### src/rtl/adc_sample_scheduler.sv
// -----------------------------------------------------------------------------
// adc_sample_scheduler
//
// Sequences the ADC peak-detect/lookup datapath for one Ising round. For each
// sample it waits a programmed delay, runs the peak detector for a programmed
// window, waits for the looked-up values to arrive (DRAIN), then reports the
// value with the largest magnitude seen in that window.
//
// Optional feature macro: SCHED_TIMEOUT_EN
//   defined   : DRAIN gives up after DRAIN_TIMEOUT cycles and raises the sticky
//               timeout_err flag.
//   undefined : DRAIN waits indefinitely and timeout_err is tied to 0.
//
// Ports
//   clk           single clock
//   rst           synchronous reset, active-high
//   gpio_in       config bus: [15:0] addr, [23:16] data, [24] w_clk
//   start         one-cycle pulse, begin a round (ignored while busy)
//   abort         one-cycle pulse, cancel the round (wins over start)
//   run_out       peak-detector run enable to the ADC driver
//   val_in        looked-up signed value from the ADC driver
//   val_in_valid  qualifies val_in
//   sample_out    selected value for the current sample (signed, unmodified)
//   sample_idx    index of sample_out within the round
//   sample_valid  one-cycle strobe qualifying sample_out/sample_idx
//   busy          high in every state except IDLE
//   done          one-cycle strobe at normal round end
//   timeout_err   sticky drain-timeout flag
// -----------------------------------------------------------------------------
module adc_sample_scheduler #(
  parameter int VAL_W         = 8,
  parameter int DELAY_REG     = 3,
  parameter int WINDOW_REG    = 4,
  parameter int NSAMP_REG     = 5,
  parameter int DRAIN_TIMEOUT = 64
) (
  input  logic                    clk,
  input  logic                    rst,
  input  logic [31:0]             gpio_in,
  input  logic                    start,
  input  logic                    abort,
  output logic                    run_out,
  input  logic signed [VAL_W-1:0] val_in,
  input  logic                    val_in_valid,
  output logic signed [VAL_W-1:0] sample_out,
  output logic [7:0]              sample_idx,
  output logic                    sample_valid,
  output logic                    busy,
  output logic                    done,
  output logic                    timeout_err
);

  typedef enum logic [2:0] {
    S_IDLE,
    S_DELAY,
    S_WINDOW,
    S_DRAIN,
    S_EMIT,
    S_DONE
  } state_t;

  localparam logic [VAL_W-1:0] MOST_NEG = {1'b1, {(VAL_W-1){1'b0}}};
  localparam logic [VAL_W-1:0] MAX_POS  = {1'b0, {(VAL_W-1){1'b1}}};

  state_t state, state_n;

  // ---------------------------------------------------------------------------
  // GPIO configuration port. w_clk comes from another domain: two flops to
  // synchronise, a third to find the rising edge. addr/data are assumed to be
  // held stable by the writer until well after w_clk rises.
  // ---------------------------------------------------------------------------
  logic       w_clk_meta, w_clk_sync, w_clk_prev;
  logic       gpio_wr;
  logic [7:0] cfg_delay, cfg_window, cfg_nsamp;

  assign gpio_wr = w_clk_sync & ~w_clk_prev;

  // NOTE: registers use non-blocking assignments so every flop samples the
  // pre-edge values of the others, independent of statement order.
  always_ff @(posedge clk) begin
    if (rst) begin
      w_clk_meta <= 1'b0;
      w_clk_sync <= 1'b0;
      w_clk_prev <= 1'b0;
      cfg_delay  <= '0;
      cfg_window <= '0;
      cfg_nsamp  <= '0;
    end else begin
      w_clk_meta <= gpio_in[24];
      w_clk_sync <= w_clk_meta;
      w_clk_prev <= w_clk_sync;
      if (gpio_wr) begin
        if (gpio_in[15:0] == 16'(DELAY_REG))  cfg_delay  <= gpio_in[23:16];
        if (gpio_in[15:0] == 16'(WINDOW_REG)) cfg_window <= gpio_in[23:16];
        if (gpio_in[15:0] == 16'(NSAMP_REG))  cfg_nsamp  <= gpio_in[23:16];
      end
    end
  end

  // ---------------------------------------------------------------------------
  // Round state: shadowed config, counters and best-value tracker
  // ---------------------------------------------------------------------------
  logic [7:0]             sh_delay, sh_nsamp, run_len;
  logic [7:0]             idx, dly_cnt, win_cnt;
  logic [8:0]             vld_cnt;
  logic [VAL_W-1:0]       val_mag, best_mag;
  logic signed [VAL_W-1:0] best_val;
  logic                   start_ok, tracking, take, drain_full, drain_expire;
  logic                   last_sample;

  assign start_ok    = (state == S_IDLE) && start && !abort;
  assign tracking    = (state == S_WINDOW) || (state == S_DRAIN);
  assign last_sample = (idx == sh_nsamp - 8'd1);
  // Drain completes in the cycle the final expected value is accepted, so the
  // tracker already holds it when EMIT is presented.
  assign drain_full  = (vld_cnt + 9'(val_in_valid)) == {1'b0, run_len};

  // |val_in| with the most negative code saturated so it fits in VAL_W-1 bits.
  always_comb begin
    val_mag = val_in;
    if (val_in == MOST_NEG)  val_mag = MAX_POS;
    else if (val_in[VAL_W-1]) val_mag = -val_in;
  end

  // Strictly greater: on equal magnitudes the earliest value is kept.
  assign take = tracking && val_in_valid && (val_mag > best_mag);

`ifdef SCHED_TIMEOUT_EN
  localparam int TW = $clog2(DRAIN_TIMEOUT + 1);
  logic [TW-1:0] drain_cnt;

  assign drain_expire = (state == S_DRAIN) && !drain_full &&
                        (drain_cnt == TW'(DRAIN_TIMEOUT - 1));

  // Abort does not clear the flag; only reset does.
  always_ff @(posedge clk) begin
    if (rst) begin
      drain_cnt   <= '0;
      timeout_err <= 1'b0;
    end else begin
      drain_cnt <= (state == S_DRAIN) ? drain_cnt + TW'(1) : '0;
      if (drain_expire) timeout_err <= 1'b1;
    end
  end
`else
  assign drain_expire = 1'b0;
  assign timeout_err  = 1'b0;
`endif

  // ---------------------------------------------------------------------------
  // FSM
  // ---------------------------------------------------------------------------
  always_ff @(posedge clk) begin
    if (rst) state <= S_IDLE;
    else     state <= state_n;
  end

  // NOTE: state_n is given a default before the case so every path assigns it
  // and no latch is inferred.
  always_comb begin
    state_n = state;
    case (state)
      S_IDLE: begin
        if (start) begin
          if (cfg_nsamp == 8'd0)      state_n = S_DONE;
          else if (cfg_delay == 8'd0) state_n = S_WINDOW;
          else                        state_n = S_DELAY;
        end
      end
      S_DELAY:  if (dly_cnt == sh_delay - 8'd1) state_n = S_WINDOW;
      S_WINDOW: if (win_cnt == run_len - 8'd1)  state_n = S_DRAIN;
      S_DRAIN:  if (drain_full || drain_expire) state_n = S_EMIT;
      S_EMIT: begin
        if (last_sample)           state_n = S_DONE;
        else if (sh_delay == 8'd0) state_n = S_WINDOW;
        else                       state_n = S_DELAY;
      end
      S_DONE:   state_n = S_IDLE;
      default:  state_n = S_IDLE;
    endcase
    if (abort) state_n = S_IDLE;
  end

  always_ff @(posedge clk) begin
    if (rst) begin
      sh_delay <= '0;
      sh_nsamp <= '0;
      run_len  <= 8'd1;
      idx      <= '0;
      dly_cnt  <= '0;
      win_cnt  <= '0;
      vld_cnt  <= '0;
      best_mag <= '0;
      best_val <= '0;
    end else begin
      if (start_ok) begin
        sh_delay <= cfg_delay;
        sh_nsamp <= cfg_nsamp;
        run_len  <= (cfg_window == 8'd0) ? 8'd1 : cfg_window;
        idx      <= '0;
      end else if (state == S_EMIT && !last_sample) begin
        idx <= idx + 8'd1;
      end

      // Counters rest at zero outside their state, so entry needs no extra load.
      dly_cnt <= (state == S_DELAY)  ? dly_cnt + 8'd1 : '0;
      win_cnt <= (state == S_WINDOW) ? win_cnt + 8'd1 : '0;
      vld_cnt <= tracking ? vld_cnt + 9'(val_in_valid) : '0;

      // A missing sample behaves as value 0, which never displaces the
      // cleared tracker, so a timed-out window reports 0.
      if (state_n == S_WINDOW && state != S_WINDOW) begin
        best_mag <= '0;
        best_val <= '0;
      end else if (take) begin
        best_mag <= val_mag;
        best_val <= val_in;
      end
    end
  end

  // ---------------------------------------------------------------------------
  // Outputs, decoded from the state register
  // ---------------------------------------------------------------------------
  assign run_out      = (state == S_WINDOW);
  assign busy         = (state != S_IDLE);
  assign done         = (state == S_DONE);
  assign sample_valid = (state == S_EMIT);
  assign sample_out   = sample_valid ? best_val : '0;
  assign sample_idx   = sample_valid ? idx : '0;

endmodule

### config.mk
export PLATFORM = sky130hd
export DESIGN_NAME = adc_sample_scheduler
export DESIGN_NICKNAME = d
export VERILOG_FILES = /design/src/rtl/adc_sample_scheduler.sv
export SDC_FILE = /design/constraint.sdc
export NUM_CORES = 1
export LEC_CHECK = 0
export ABC_AREA = 1
export CAP_MARGIN = 15
export CORE_UTILIZATION = 40
export DETAILED_ROUTE_END_ITERATION = 8
export HOLD_SLACK_MARGIN = 0.05
export PLACE_DENSITY_LB_ADDON = 0.2
export SKIP_CTS_REPAIR_TIMING = 1
export SLEW_MARGIN = 10
export SYNTH_ARGS = -nofsm -noshare
export SYNTH_HDL_FRONTEND = slang
export SYNTH_SLANG_ARGS = --single-unit
### constraint.sdc
create_clock -name clk -period 8.6 [get_ports clk]
set_input_delay 1.72 -clock clk [delete_from_list [all_inputs] [get_ports clk]]
set_output_delay 1.72 -clock clk [all_outputs]
set_load 0.05 [all_outputs]
# Word level (Yosys, flattened, before mapping)
# Cells that the tools add are included.
# W data, S select, Z words.
# totals
in_bits	45
word_cells	83
register_bits	103
out_inout_bits	21
# classes
muxes	15
eq_ne	15
n_bitwise	5
add_sub_neg	8
n_reduce_logical	23
order_cmp	1
# op_table
op	count
$mux W8	5
$eq A16 B3 Y1 const B	2
$logic_not A8 Y1	4
$add A8 B1 Y8 const B	3
$eq A8 B8 Y1	3
$sub A8 B1 Y8 const B	3
$mux W3	7
$eq A16 B2 Y1 const B	1
$pmux W3 S5	1
$reduce_or A2 Y1	5
$add A9 B1 Y9	1
$eq A3 B2 Y1 const B	3
$eq A9 B8 Y1	1
$eq A8 B8 Y1 const B	1
$gt A8 B8 Y1	1
$neg A8 Y8	1
$eq A3 B3 Y1 const B	2
$logic_and A1 B1 Y1	6
$reduce_and A2 Y1	3
$mux W2	2
$not A1 Y1	4
$eq A3 B1 Y1 const B	1
$logic_not A3 Y1	1
$ne A3 B2 Y1 const B	1
4 further kinds	5

# Longest topological paths before layout
# logic_depth
depth_word	9
depth_mapped	22
mapped_depth_nobuf	21

# Worst setup path before layout
# Ideal clock, no wire load.
# synth_path
kind	input to register
from	input val_in[1]
to	register best_mag[7]
arrival_time_ns	4.016
required_ns	8.536
setup_time_ns	0.064
path_buffers	1
slack_ns	4.520
cell_stages	21
path_cell_list	inv_1 -> ha_1 -> inv_1 -> nor3_1 -> inv_1 -> nor3_1 -> inv_1 -> nor2_1 -> inv_1 -> o211ai_1 -> ha_1 -> a21oi_1 -> o21ai_0 -> a21oi_1 -> o21ai_0 -> nand2_1 -> inv_1 -> clkbuf_1 -> o21ai_0 -> inv_1 -> nor2_1
# synth_via
elab_chain_cells	5
elab_cells_between_ends	6
classes_between	1 x add/sub; 1 x order compare; 1 x eq/ne; 2 x mux; 1 x reduce/logical
# synth_rtl
element	line	rtl
start, declared	43	input logic signed [VAL_W-1:0] val_in,
$neg A8 Y8	122	else if (val_in[VAL_W-1]) val_mag = -val_in;
$mux W8	122	
$mux W8 *	121	if (val_in == MOST_NEG) val_mag = MAX_POS;
named net val_mag[1]	106	logic [VAL_W-1:0] val_mag, best_mag;
$gt A8 B8 Y1 *	126	assign take = tracking && val_in_valid && (val_mag > best_mag);
$logic_and A1 B1 Y1 *	126	
end signal, assigned	216	best_mag <= val_mag;
end, declared	106	
# Mark *: on every way through the listed nets, which the timed path passes. The rest lies on a longest branch.
# A chain may end at the register's enable or synchronous reset.

# Worst setup path in the final report
# layout_path
from	input val_in[0]
to	register best_mag[4]
# The elaborated chain is that of the path after synthesis.

==> results.txt <==
- Starting Density: 0.409
- Cell type of the slowest stage on the worst timing path: clkdlybuf4s50_1
* Buffers added on ports: 57
* Clock tree from TritonCTS: built
* Worst endpoint required time: 8.89 ns
- In this run the horizontal extent of the chip is 121 µm.
- Share of cells above drive strength 1: 0.0484
- The worst-case IR drop observed on VDD is 101 µV.
- Setup violations remaining at the end of the flow were counted as 0.
* Detail Placement HPWL: 9.45 mm
- Number of routed nets with antenna violations: 0
- Slew @ Worst Pin: 0.633 ns
- The floorplan step defined a core boundary enclosing 0.0138 mm².
- For this run, global-route usage on met3 was measured as 0.0395.
- The synthesized design contains 103 register bits.
- Reg-to-Reg Start: state[1]
- Maximum level of the CTS H-tree: 3
- Clock Sink Count: 103
* Cell family with most CP delay: buffers and inverters
* Minimum hold slack: 0.403 ns
* Clock transition at the registers of the reported paths: 0.07 ns
- For the final database, setup skew stands at 0.00816 ns.
* Final net count: 987
- The worst setup path is of the in -> reg kind.
- The synthesized netlist contains 34 unique library cells.
- Register area share after synthesis: 0.364
- Post-synth net total: 935
* Clock tree root driver cell: clkbuf_16
- The worst hold path was traced through 2 stages.
- Each instance of the synthesized netlist takes up on average 6.48 µm².
- Congestion Overflow GR: 0
- Worst EP arrival: 5.36 ns
- met2 is the most crowded layer.
- Antenna violations before repair: 0
* Die Y-Extent: 121 µm
- Cells along the critical path: clkdlybuf4s50_1 -> inv_1 -> ha_1 -> inv_1 -> nor3_1 -> inv_1 -> nor3_1 -> inv_1 -> nor2_1 -> inv_1 -> o211ai_1 -> ha_1 -> a21oi_1 -> o21ai_0 -> a21oi_1 -> o21ai_0 -> nand2_1 -> inv_1 -> o21ai_0 -> inv_1 -> nor2_2
* Inserted Diodes: 0
* Fin crit period: 5.08 ns
* Origin of the worst min-delay path: w_clk_meta
- TritonCTS buffer count: 9
- Across all register-to-register paths, the minimum setup slack is 6.29 ns.
* CP dominant cell by count: inv_1
- Along the worst path, the maximum fanout reaches 20.
* Drt pass-1 iters: 4
- STA classifies the critical path endpoint as a flip-flop.
- The number of pins with negative max-slew slack in the final report came to 0.
- Headroom to the max-slew limit came out at 0.578.
- Via count of the first global-routing pass: 4,624
- Leading register cell type out of synthesis: dfxtp_1
- The run finished with clean final reports.
- The number of hold violations in the final report is 0.
- Gpl congestion: 0.839
- For this design the ratio of total power to cell area is 161 mW/mm².
* Via total after detailed routing: 5,148
- Synthesis produced a netlist whose cell count is 873.
- Met1 track utilization from global routing: 0.242
* Syn. warnings: 0
- The floorplan step defined a die boundary enclosing 0.0146 mm².
- Counting buffers and inverters, the worst setup path is 21 cells deep.
* Post-route clock period utilization: 0.591
* Leakage power: 2.80 nW
* DRC errors left: 0
- The tool flagged a number of max-cap violations equal to 0.
* Critical path's largest stage delay: 0.46 ns
- Total standard cell area after synthesis: 0.00566 mm²
- Number of buffers and inverters on the critical path: 8
- Min-Delay Path Class: reg -> reg
- Aggregate negative setup slack: 0 ns
* Number of synthesized flops with an enable pin: 0
- The initialized floorplan defines 43 standard-cell rows.
* Beginning of the critical path: val_in[0]
- Layout overhead on the synthesized area: 18.4%
- Via density per instance: 4.64
* DRC violation total after the first TritonRoute iteration: 224
- The worst setup path is launched from an input pin.
* Worst-skew pair later-pin latency: 0.35 ns
- For the worst flop-to-flop path, the logic depth is 9.
- In the global route stage, overall resource usage came out at 0.180.
- Derived from the worst setup path, the maximum achievable clock frequency is 197 MHz.
- Pin placement for this block handled 66 I/O pins.
* Met2 track utilization from global routing: 0.284
- Entering global routing, the biggest net connects 54 pins.
- The longest clock path from root to sink contains 2 buffers.
* End-of-flow core utilization: 0.485
* Routed wire length per instance: 11.1 µm
- Total routed wirelength: 12.3 mm
- Setup repair after global routing left no endpoint under its margin.
- First-pass GRT wire length: 21.0 mm
* Async set-reset flop share out of synthesis: 0
report_power, final:
part	leakage, nW	switching [mW]	internal (mW)
combinational	1.82	0.0877	0.0596
clock	0.152	0.177	0.256
sequential	0.834	0.0105	0.487
total	2.80	0.276	0.803
final cells by class:
class	instances	area, µm²
sequential	103	2060
clock buffer	11	233
inverter	152	571
fill	1440	7130
timing repair buffer	61	601
clock inverter	4	80.1
multi-input combinational	598	2930
tap	180	225
cells in the final DEF (no fill, tap or decap):
cell / n
nand2_1: 175
inv_1: 149
nor2_1: 119
dfxtp_1: 103
o21ai_0: 79
a21oi_1: 70
clkdlybuf4s50_1: 57
nand3_1: 50
xor2_1: 18
ha_1: 17
nor3_1: 15
nor2_2: 15
clkbuf_16: 9
nand4_1: 7
xnor2_1: 5
nand2_2: 5
nor3b_1: 5
buf_4: 4
nor4_1: 3
inv_2: 2
nand3b_1: 2
or2_2: 2
nand3_2: 2
o21ai_1: 2
clkbuf_1: 2
bufinv_16: 2
o211ai_1: 1
clkinv_1: 1
a211oi_1: 1
nand4_2: 1
a221oi_1: 1
nand2_4: 1
o31ai_1: 1
conb_1: 1
clkinv_4: 1
inv_8: 1
cell families after synthesis:
kind of cell,Yosys count,share of synthesized area
flip-flops,103,0.364
AO/OA/AOI/OAI,155,0.139
AND/OR/NAND/NOR,402,0.305
buffers and inverters,172,0.118
other,1,0.000662
adder cells (fa/ha/maj),17,0.0376
XOR/XNOR,23,0.0356
worst paths after layout:
check           endpoint
max          best_mag[4]
min           w_clk_sync
min reg2reg   w_clk_sync
max reg2reg       idx[1]
synthesized netlist by cell type (2+ instances only):
| master | count | area [µm²] |
|---|---|---|
| a21oi_1 | 70 | 350 |
| clkbuf_1 | 16 | 60.1 |
| dfxtp_1 | 103 | 2060 |
| ha_1 | 17 | 213 |
| inv_1 | 149 | 559 |
| inv_2 | 2 | 7.51 |
| nand2_1 | 175 | 657 |
| nand2_2 | 5 | 31.3 |
| nand3_1 | 50 | 250 |
| nand3_2 | 2 | 20.0 |
| nand3b_1 | 2 | 15.0 |
| nand4_1 | 7 | 43.8 |
| nor2_1 | 119 | 447 |
| nor2_2 | 15 | 93.8 |
| nor3_1 | 15 | 75.1 |
| nor3b_1 | 5 | 37.5 |
| nor4_1 | 3 | 18.8 |
| o21ai_0 | 79 | 395 |
| o21ai_1 | 2 | 10.0 |
| or2_2 | 2 | 12.5 |
| xnor2_1 | 5 | 43.8 |
| xor2_1 | 18 | 158 |
per-stage QoR:
| stage | area [µm²] | setup WS (ns) | power (mW) | cells |
|---|---|---|---|---|
| global route | 6700 | 3.11 | 1.14 | 1109 |
| global placement | 6390 | 3.26 | 0.656 | 1094 |
| CTS | 6700 | 3.51 | 1.10 | 1109 |
| floorplan | 5660 | 4.52 | 0.612 | 873 |
| finish | 6700 | 3.52 | 1.08 | 1109 |
| detailed placement | 6390 | 3.21 | 0.656 | 1094 |
sequential cells by signal, indices dropped and copies added (netlist names):
register,cells
vld_cnt,9
best_mag,8
best_val,8
cfg_delay,8
cfg_nsamp,8
cfg_window,8
dly_cnt,8
idx,8
run_len,8
sh_delay,8
sh_nsamp,8
win_cnt,8
state,3
w_clk_meta,1
w_clk_prev,1
w_clk_sync,1
routing by layer:
| metal | up-vias | part of all wire |
|---|---|---|
| met2 | 82 | 0.43 |
| met5 | - | 0 |
| met1 | 2215 | 0.53 |
| li1 | 2843 | - |
| met4 | 0 | 0.011 |
| met3 | 8 | 0.033 |
worst reg2reg max path: stages, from the launching register on:
cell and delay, ns:
dfxtp_1 0.39, nor2_1 0.07, inv_1 0.09, nor2_1 0.07
nand2_1 0.13, nor2_1 0.07, buf_4 0.21, inv_1 0.49
nand2_1 0.39, a211oi_1 0.31
No activity file was read; power rests on OpenSTA's default activity.
==> edit, RTL diff (same flow settings) <==
Build with the macro `SCHED_TIMEOUT_EN` defined.
--- a/src/rtl/adc_sample_scheduler.sv
+++ b/src/rtl/adc_sample_scheduler.sv
@@ -27,6 +27,8 @@
 //   done          one-cycle strobe at normal round end
 //   timeout_err   sticky drain-timeout flag
 // -----------------------------------------------------------------------------
+`define SCHED_TIMEOUT_EN
+
 module adc_sample_scheduler #(
   parameter int VAL_W         = 8,
   parameter int DELAY_REG     = 3,
Check against the original RTL: same outputs for any inputs over 10 cycles, from zero or initial values and one cycle with rst high; that may be too few to reach the edited logic, so the function may still have changed.
==> edit against the unedited design <==
- sequential cell count is 8 higher
- critical path depth did not move
- first-iteration DRC count increased by 23%
- power fell by 8.8%
- synthesized area is 4.5% higher
- synthesized cell count shrank 2.9%
- sequential power rose by 4.0%
- setup slack got worse by 0.10 ns
- final area is 3.2% higher
- maximum frequency down 2.0%
- routed wire length grew 6.6%
- worst hold slack better by 0.0023 ns
- critical path type unchanged
- largest power group unchanged
==> edit: results (changes against the unedited design) <==
Run status
The flow ran to the end, and the final reports show no timing, DRC or antenna violations.

Yosys
After synthesis, the most frequently instantiated cells are inv_1 (148), nand2_1 (135), dfxtp_1 (111), nor2_1 (111), o21ai_0 (47). The compound-gate portion of the synthesized area is 14.1% (+0.23 points). The sequential area share after synthesis is 37.6% (+1.2 points).

The distinct cell type count after synthesis is 38 (+12%). In the post-synthesis netlist, the biggest area contributors are dfxtp_1 (38%), inv_1 (9.4%), nand2_1 (8.6%). The adder and majority cell fraction of the synthesized area is 4.02% (+0.26 points).

Place
The count of placed standard cells including taps was 1074 (-1.8%). The count of port buffers added during placement is 58 (+1.8%). The last weighted congestion value of the routability-driven placer is 0.858 (+2.3%).

The detailed-placement wirelength estimate came to 9.92 mm (+5.0%).

Detailed routing
The total wire length was 13.1 mm (+6.6%). The length of routed wiring on met1 is 6.49 mm (+0.32%). The routed wirelength normalized by instance count is 12.1 um (+8.5%). The met2 wire length is 6.21 mm (+17%). The vias per cell is 4.74 (+2.2%).

Global routing
The wire length of the first global-routing pass is 22.3 mm (+6.3%). The routing usage on met3 is 4.03% (+0.082 points). The routing usage on met2 is 31.9% (+3.5 points). The maximum number of pins on one net before global-route repair is 26 (-52%). The global-route total usage across every layer is 18.5% (+0.52 points).

Setup path
The largest stage delay on the critical path is 0.48 ns (+0.02 ns). The signal arrival time at the worst endpoint is 5.46 ns (+0.10 ns). Among all stages on the critical path, the largest delay is contributed by clkinv_1. The depth of the worst register-to-register path is 11 (+2). The setup slack of the worst register-to-register path is 6.10 ns (-0.19 ns).

Power and ir drop
The worst ir drop on vdd was 0.0979 mV (-3.4%). The leakage power is 2.65 nW (-5.3%).

STA
The final clock period utilization by the worst path is 60.3% (+1.2 points). The worst clock skew on the final layout came to 0.00562 ns (-0.00255 ns).

Layout
The share of cells above drive strength 1 is 7.07% (+2.2 points).
edit: per-stage QoR:
step | cell area, um^2 | hold slack (ns)
2_1_floorplan | 5910 | 0.388
3_3_place_gp | 6650 | 0.389
3_5_place_dp | 6650 | 0.394
4_1_cts | 6920 | 0.405
5_1_grt | 6920 | 0.422
6_report | 6920 | 0.406
edit: final cells by class:
class	instances	area share, %
multi-input combinational	560	43.5
inverter	160	8.68
clock inverter	3	0.289
sequential	111	32.1
clock buffer	12	3.56
timing repair buffer	59	8.50
tap	184	3.33
edit: power by group:
| group | switching, mW | internal [mW] |
|---|---|---|
| Combinational | 0.0461 | 0.0310 |
| Sequential | 0.00190 | 0.516 |
| Clock | 0.185 | 0.203 |
edit: logic make-up (layout without fill, tap and decap cells):
logic type | count (synthesis) | in the layout
flip-flops | 111 | 111
adder cells (fa/ha/maj) | 19 | 19
buffers and inverters | 177 | 234
AND/OR/NAND/NOR | 364 | 364
XOR/XNOR | 34 | 34
AO/OA/AOI/OAI | 143 | 143
